### src/rtl/fsm_sched_pkg.sv
// Shared types and constants for the counter scheduler.
// Used by fsm_counter_sched and rr_arbiter (FSM_SCHED_PRIO_EN selects fixed priority).
package fsm_sched_pkg;

  typedef enum logic [1:0] {
    ST_IDLE  = 2'd0,
    ST_RUN   = 2'd1,
    ST_DRAIN = 2'd2
  } sched_state_e;

  // Cycles the counter needs with start low before it is back at zero
  localparam int DRAIN_CYCLES = 2;

  function automatic int cnt_w(input int max_val);
    return (max_val < 2) ? 1 : $clog2(max_val + 1);
  endfunction

endpackage

### src/rtl/rr_arbiter.sv
// Combinational one-hot arbiter: round-robin from ptr, or fixed lowest-index
// priority when FSM_SCHED_PRIO_EN is defined.
module rr_arbiter
  import fsm_sched_pkg::*;
#(
  parameter int N_REQ = 4,
  localparam int IDX_W = $clog2(N_REQ)
) (
  input  logic [N_REQ-1:0] req,
  input  logic [IDX_W-1:0] ptr,
  output logic [N_REQ-1:0] winner
);

`ifdef FSM_SCHED_PRIO_EN
  logic unused_ptr;
  assign unused_ptr = ^ptr;

  // Descending scan so the lowest requesting index is written last
  always_comb begin
    winner = '0;
    for (int k = N_REQ - 1; k >= 0; k--) begin
      if (req[k]) begin
        winner    = '0;
        winner[k] = 1'b1;
      end
    end
  end
`else
  logic [IDX_W:0] pos;
  logic           found;

  always_comb begin
    winner = '0;
    found  = 1'b0;
    pos    = '0;
    for (int k = 0; k < N_REQ; k++) begin
      pos = {1'b0, ptr} + (IDX_W + 1)'(k);
      if (pos >= (IDX_W + 1)'(N_REQ)) pos = pos - (IDX_W + 1)'(N_REQ);
      if (!found && req[pos[IDX_W-1:0]]) begin
        winner[pos[IDX_W-1:0]] = 1'b1;
        found                  = 1'b1;
      end
    end
  end
`endif

endmodule

### src/rtl/fsm_counter_sched.sv
// Shares one start/skip counter between N_REQ requesters, one run at a time.
// Arbitration mode is chosen in rr_arbiter via FSM_SCHED_PRIO_EN.
//
// state    | meaning
// ST_IDLE  | no owner; arbitrate among req, grant on next edge
// ST_RUN   | counter started for owner; watch for match, timeout or req drop
// ST_DRAIN | counter stopped, grant held DRAIN_CYCLES so the counter returns to 0
module fsm_counter_sched
  import fsm_sched_pkg::*;
#(
  parameter int N_REQ   = 4,
  parameter int CNT_W   = 8,
  parameter int TIMEOUT = 255
) (
  input  logic                   clk,
  input  logic                   rst,
  input  logic [N_REQ-1:0]       req,
  input  logic [N_REQ-1:0]       req_skip,
  input  logic [N_REQ*CNT_W-1:0] req_target,
  output logic [N_REQ-1:0]       grant,
  output logic [N_REQ-1:0]       done,
  output logic                   err,
  output logic                   busy,
  output logic                   cnt_start,
  output logic                   cnt_skip,
  input  logic [CNT_W-1:0]       cnt_count,
  input  logic                   cnt_skip_to_five
);

  localparam int IDX_W = $clog2(N_REQ);
  localparam int TMO_W = cnt_w(TIMEOUT);
  localparam int DRN_W = cnt_w(DRAIN_CYCLES);
  localparam logic [TMO_W-1:0] TMO_LAST = TMO_W'(TIMEOUT - 1);
  localparam logic [DRN_W-1:0] DRN_LAST = DRN_W'(DRAIN_CYCLES - 1);
  localparam logic [IDX_W-1:0] IDX_LAST = IDX_W'(N_REQ - 1);

  sched_state_e     state_q, state_d;
  logic [N_REQ-1:0] grant_q, grant_d;
  logic [N_REQ-1:0] done_q, done_d;
  logic             err_q, err_d;
  logic             start_q, start_d;
  logic [IDX_W-1:0] owner_q, owner_d;
  logic [IDX_W-1:0] rr_ptr_q, rr_ptr_d;
  logic [CNT_W-1:0] target_q, target_d;
  logic             skip_q, skip_d;
  logic             skip_seen_q, skip_seen_d;
  logic [TMO_W-1:0] tcnt_q, tcnt_d;
  logic [DRN_W-1:0] dcnt_q, dcnt_d;

  logic [N_REQ-1:0] winner;
  logic [IDX_W-1:0] win_idx;
  logic [CNT_W-1:0] win_target;
  logic             win_skip;
  logic             run_match;

  rr_arbiter #(.N_REQ(N_REQ)) u_arb (
    .req    (req),
    .ptr    (rr_ptr_q),
    .winner (winner)
  );

  always_ff @(posedge clk) begin
    if (rst) begin
      state_q     <= ST_IDLE;
      grant_q     <= '0;
      done_q      <= '0;
      err_q       <= 1'b0;
      start_q     <= 1'b0;
      owner_q     <= '0;
      rr_ptr_q    <= '0;
      target_q    <= '0;
      skip_q      <= 1'b0;
      skip_seen_q <= 1'b0;
      tcnt_q      <= '0;
      dcnt_q      <= '0;
    end else begin
      state_q     <= state_d;
      grant_q     <= grant_d;
      done_q      <= done_d;
      err_q       <= err_d;
      start_q     <= start_d;
      owner_q     <= owner_d;
      rr_ptr_q    <= rr_ptr_d;
      target_q    <= target_d;
      skip_q      <= skip_d;
      skip_seen_q <= skip_seen_d;
      tcnt_q      <= tcnt_d;
      dcnt_q      <= dcnt_d;
    end
  end

  always_comb begin
    state_d     = state_q;
    grant_d     = grant_q;
    done_d      = '0;
    err_d       = 1'b0;
    start_d     = 1'b0;
    owner_d     = owner_q;
    rr_ptr_d    = rr_ptr_q;
    target_d    = target_q;
    skip_d      = skip_q;
    skip_seen_d = skip_seen_q;
    tcnt_d      = tcnt_q;
    dcnt_d      = dcnt_q;

    win_idx    = '0;
    win_target = '0;
    win_skip   = 1'b0;
    for (int i = 0; i < N_REQ; i++) begin
      if (winner[i]) begin
        win_idx    = IDX_W'(i);
        win_target = req_target[i*CNT_W +: CNT_W];
        win_skip   = req_skip[i];
      end
    end

    // After a skip the count can land beyond a small target, so >= counts too
    run_match = (cnt_count == target_q) ||
                (skip_q && (skip_seen_q || cnt_skip_to_five) && (cnt_count >= target_q));

    case (state_q)
      ST_IDLE: begin
        if (|req) begin
          grant_d     = winner;
          owner_d     = win_idx;
          target_d    = win_target;
          skip_d      = win_skip;
          skip_seen_d = 1'b0;
          tcnt_d      = '0;
          dcnt_d      = '0;
          if (win_target == '0) begin
            done_d  = winner;
            state_d = ST_DRAIN;
          end else begin
            start_d = 1'b1;
            state_d = ST_RUN;
          end
        end
      end
      ST_RUN: begin
        start_d     = 1'b1;
        tcnt_d      = tcnt_q + 1'b1;
        skip_seen_d = skip_seen_q | cnt_skip_to_five;
        if (!req[owner_q]) begin
          start_d = 1'b0;
          dcnt_d  = '0;
          state_d = ST_DRAIN;
        end else if (run_match) begin
          done_d  = grant_q;
          start_d = 1'b0;
          dcnt_d  = '0;
          state_d = ST_DRAIN;
        end else if (tcnt_q == TMO_LAST) begin
          done_d  = grant_q;
          err_d   = 1'b1;
          start_d = 1'b0;
          dcnt_d  = '0;
          state_d = ST_DRAIN;
        end
      end
      ST_DRAIN: begin
        if (dcnt_q == DRN_LAST) begin
          grant_d  = '0;
          rr_ptr_d = (owner_q == IDX_LAST) ? '0 : owner_q + 1'b1;
          state_d  = ST_IDLE;
        end else begin
          dcnt_d = dcnt_q + 1'b1;
        end
      end
      default: state_d = ST_IDLE;
    endcase
  end

  assign grant     = grant_q;
  assign done      = done_q;
  assign err       = err_q;
  assign busy      = (state_q != ST_IDLE);
  assign cnt_start = start_q;
  // Dropped combinationally the cycle skip_to_five appears so the counter jumps only once
  assign cnt_skip  = (state_q == ST_RUN) && skip_q && !skip_seen_q && !cnt_skip_to_five;

endmodule

### config.mk
export PLATFORM = sky130hd
export DESIGN_NAME = fsm_counter_sched
export DESIGN_NICKNAME = d
export VERILOG_FILES = /design/src/rtl/fsm_sched_pkg.sv /design/src/rtl/rr_arbiter.sv /design/src/rtl/fsm_counter_sched.sv
export SDC_FILE = /design/constraint.sdc
export NUM_CORES = 1
export LEC_CHECK = 0
export ABC_AREA = 1
export BUFFER_PORTS_ARGS = -buffer_cell sky130_fd_sc_hd__buf_2
export CAP_MARGIN = 20
export CORE_MARGIN = 4
export CORE_UTILIZATION = 50
export CTS_BUF_LIST = sky130_fd_sc_hd__clkbuf_8
export DETAILED_ROUTE_END_ITERATION = 10
export PLACE_DENSITY_LB_ADDON = 0.1
export SYNTH_ARGS = -nofsm -noshare
export SYNTH_HDL_FRONTEND = slang
export SYNTH_SLANG_ARGS = --single-unit
### constraint.sdc
create_clock -name clk -period 5.1 [get_ports clk]
set_clock_uncertainty 0.15 [all_clocks]
set_input_delay 0.255 -clock clk [delete_from_list [all_inputs] [get_ports clk]]
set_output_delay 0.255 -clock clk [all_outputs]
set_load 0.01 [all_outputs]
==> flow_metrics.py <==
metrics = {
    "final_layout": {
        "drive_above_1_share_pct": 20.9,
        "final_cell_mix": "nand2_1, buf_2, inv_1",
        "multi_input_area_um2": 1550,
        "num_antenna_cells": 0,
        "final_common_cell": "nand2_1",
        "seq_area_um2": 721,
        "syn_to_final_growth_pct": 18.3,
        "fin_util_pct": 62.1,
        "nFillCells": 452,
        "layout.nets": 509,
    },
    "die": {
        "fp.dieH_um": 78.9,
        "die_area_um2": 6220,
        "ios": 63,
        "die_w_um": 78.9,
        "start_util_pct": 52.5,
        "core-area_um2": 4790,
        "rows": 25,
    },
    "sta": {
        "grt_setup_unrepaired": "no",
        "tns_ns": 0,
        "period_needed_ns": 3.37,
        "holdWs_ns": 0.101,
        "setup_violations": 0,
        "hold_viol_final": 0,
        "slew-limit-headroom_pct": 36.7,
        "slew_viol_final": 0,
        "tightestPinTransition_ns": 0.946,
        "period_share_pct": 66.0,
        "fmax_mhz": 297,
    },
    "pwr": {
        "pwr-share-seq_pct": 29.6,
        "p_int_uw": 740,
        "switching_share_pct": 45.1,
        "p_sw_uw": 608,
        "clkPwrFrac_pct": 18.0,
        "p_leak_uw": 0.00145,
        "power.density_nw_per_um2": 454,
        "ir_drop_mv": 0.352,
        "pwr-share-comb_pct": 52.4,
    },
    "setup_path": {
        "crit_buf_inv": 3,
        "cp.arrival_ns": 3.36,
        "crit_path_top_delay_cell": "dfxtp_1",
        "startpoint_type": "flip-flop",
        "slowest_delay_ns": 0.55,
        "crit_chain": "inv_2, ha_1, inv_1, nand3_1, nand2_1, nand2_4, nor2_4, nand2_1, nand3_1, inv_2, nor2_1, nor2_1, a21boi_1, nand2_1, nor2_4, nand2_1, nand2_1, a21oi_1",
        "critPathTopFamily": "simple AND/OR/NAND/NOR gates",
        "crit_fanout": 11,
        "crit_path_frequent_cell": "nand2_1",
        "worstSetupEndpointType": "flip-flop",
        "crit_required_ns": 5.09,
        "criticalPathCategory": "flip-flop to flip-flop",
    },
    "logic_synthesis": {
        "async_reset_ff_share_pct": 0,
        "syn_avg_cell_area_um2": 6.63,
        "synth_nets": 448,
        "yosysWarnings": 0,
        "synth_ff_type": "dfxtp_1",
        "synth-edff-count": 0,
        "syn_inst": 379,
        "ys_seq_elements": 36,
        "netlist_area_um2": 2510,
        "synthDistinctLibCells": 37,
        "ys_seq_area_share_pct": 28.7,
    },
    "drt": {
        "wl_per_cell_um": 12.2,
        "viasPerCell": 5.17,
        "drt_iter0_drc": 139,
        "wl_um": 6220,
        "drtAntennaViolNets": 0,
        "firstDrtPassIters": 5,
        "vias": 2627,
        "drc_errors": 0,
    },
    "clock_tree": {
        "cts_resized": 0,
        "post-cts-setup-buffer-count": 0,
        "cts_sinks": 36,
        "holdBufCountCts": 0,
        "cts_tree": "yes",
        "cts_root_buf": "clkbuf_8",
        "ctsHtreeMaxLevel": 2,
        "worst_skew_pair.late_latency_ns": 0.29,
        "cts-buffers-inserted": 5,
        "path_clk_slew_ns": 0.07,
        "cts_buffer_depth": 2,
    },
    "placed_design": {
        "io_buffers": 62,
        "dp_hpwl_um": 4870,
        "place_congestion": 0.890,
    },
    "outcome": {
        "status": "completed",
    },
    "global_routing": {
        "first_global_vias": 2415,
        "grt_pass1_wl_um": 10400,
        "grt_use_total_pct": 20.7,
        "antenna_found_initial": 0,
        "grt_max_degree": 37,
        "grt.overflow.total": 0,
    },
    "run": {
        "cap_violations": 0,
    },
    "hold_path": {
        "hp-class": "input port to flip-flop",
    },
}
## power by group through the flow
stage	clock network, uW	logic (uW)	registers, uW
global placement	0	693	404
detailed placement	0	703	404
CTS	248	705	399
floorplan	0	541	399
global route	261	806	410
finish	243	706	399
## worst paths after layout
check | from | to | slack, ns | cells after the start
setup / recovery | rr_ptr_q[0]$_SDFFE_PP0P_ | state_q[0]$_SDFFE_PP0P_ | 1.73 | 18
hold / removal | req_skip[3] | skip_q$_SDFFE_PP0P_ | 0.10 | 3
setup reg to reg | rr_ptr_q[0]$_SDFFE_PP0P_ | state_q[0]$_SDFFE_PP0P_ | 1.73 | 18
hold reg to reg | skip_seen_q$_SDFFE_PP0P_ | skip_seen_q$_SDFFE_PP0P_ | 0.31 | 2
## cells by family (layout without fill, tap and decap cells)
group           Yosys count  after routing  synth area share [%]
buf+inv                  60            122                  9.52
compound gates           75             75                  17.9
fa+ha+maj                18             18                  8.97
simple gates            190            190                  34.9
flops                    36             36                  28.7
## through the flow
step / instance area, um^2 / instances / setup WS (ns) / total power, uW
finish: 2970 / 508 / 1.73 / 1350
global route: 2970 / 508 / 1.41 / 1480
CTS: 2970 / 508 / 1.75 / 1350
detailed placement: 2860 / 500 / 1.77 / 1110
global placement: 2860 / 500 / 2.01 / 1100
floorplan: 2510 / 379 / 2.46 / 940
## tightest hold or removal path, cell delays in order
cell and delay, ns:
buf_2 0.10, nand2_1 0.05, a31oi_1 0.07
## state kept, by name (all words and copies together) (netlist names)
| name | count |
|---|---|
| tcnt_q | 8 |
| skip_seen_q | 1 |
| cnt_start | 1 |
| done | 4 |
| grant | 4 |
| target_q | 8 |
| dcnt_q | 2 |
| state_q | 2 |
| skip_q | 1 |
| err | 1 |
| owner_q | 2 |
| rr_ptr_q | 2 |
## Yosys cell counts (all sizes together) (2+ instances only)
| master | number | area share, % |
|---|---|---|
| o21ai | 5 | 1.0 |
| ha | 18 | 9.0 |
| buf | 2 | 0.75 |
| nand2 | 97 | 15 |
| nor4 | 2 | 0.50 |
| o211ai | 3 | 0.90 |
| a21boi | 7 | 2.5 |
| dfxtp | 36 | 29 |
| nand3b | 2 | 0.75 |
| clkbuf | 6 | 0.90 |
| nand3 | 43 | 9.5 |
| nor2 | 38 | 6.9 |
| inv | 52 | 7.9 |
| a211oi | 5 | 1.5 |
| a21oi | 47 | 9.5 |
| or2 | 3 | 0.75 |
| nor3 | 3 | 0.60 |
| a221oi | 2 | 0.70 |
## area by class of cell
type | count | area share (%)
clock inverters | 3 | 1.31
clock buffers | 5 | 2.32
well taps | 67 | 2.82
inverters | 52 | 6.65
repair buffers | 62 | 10.4
multi-input cells | 283 | 52.2
flip-flops and latches | 36 | 24.3
## layer usage
layer  track usage (%)  routed length [um]
met3              5.10                 584
met2              34.8                2720
met1              26.2                2800
met5                 0                   0
met4              6.53                 107
No activity file was read; power rests on OpenSTA's default activity.
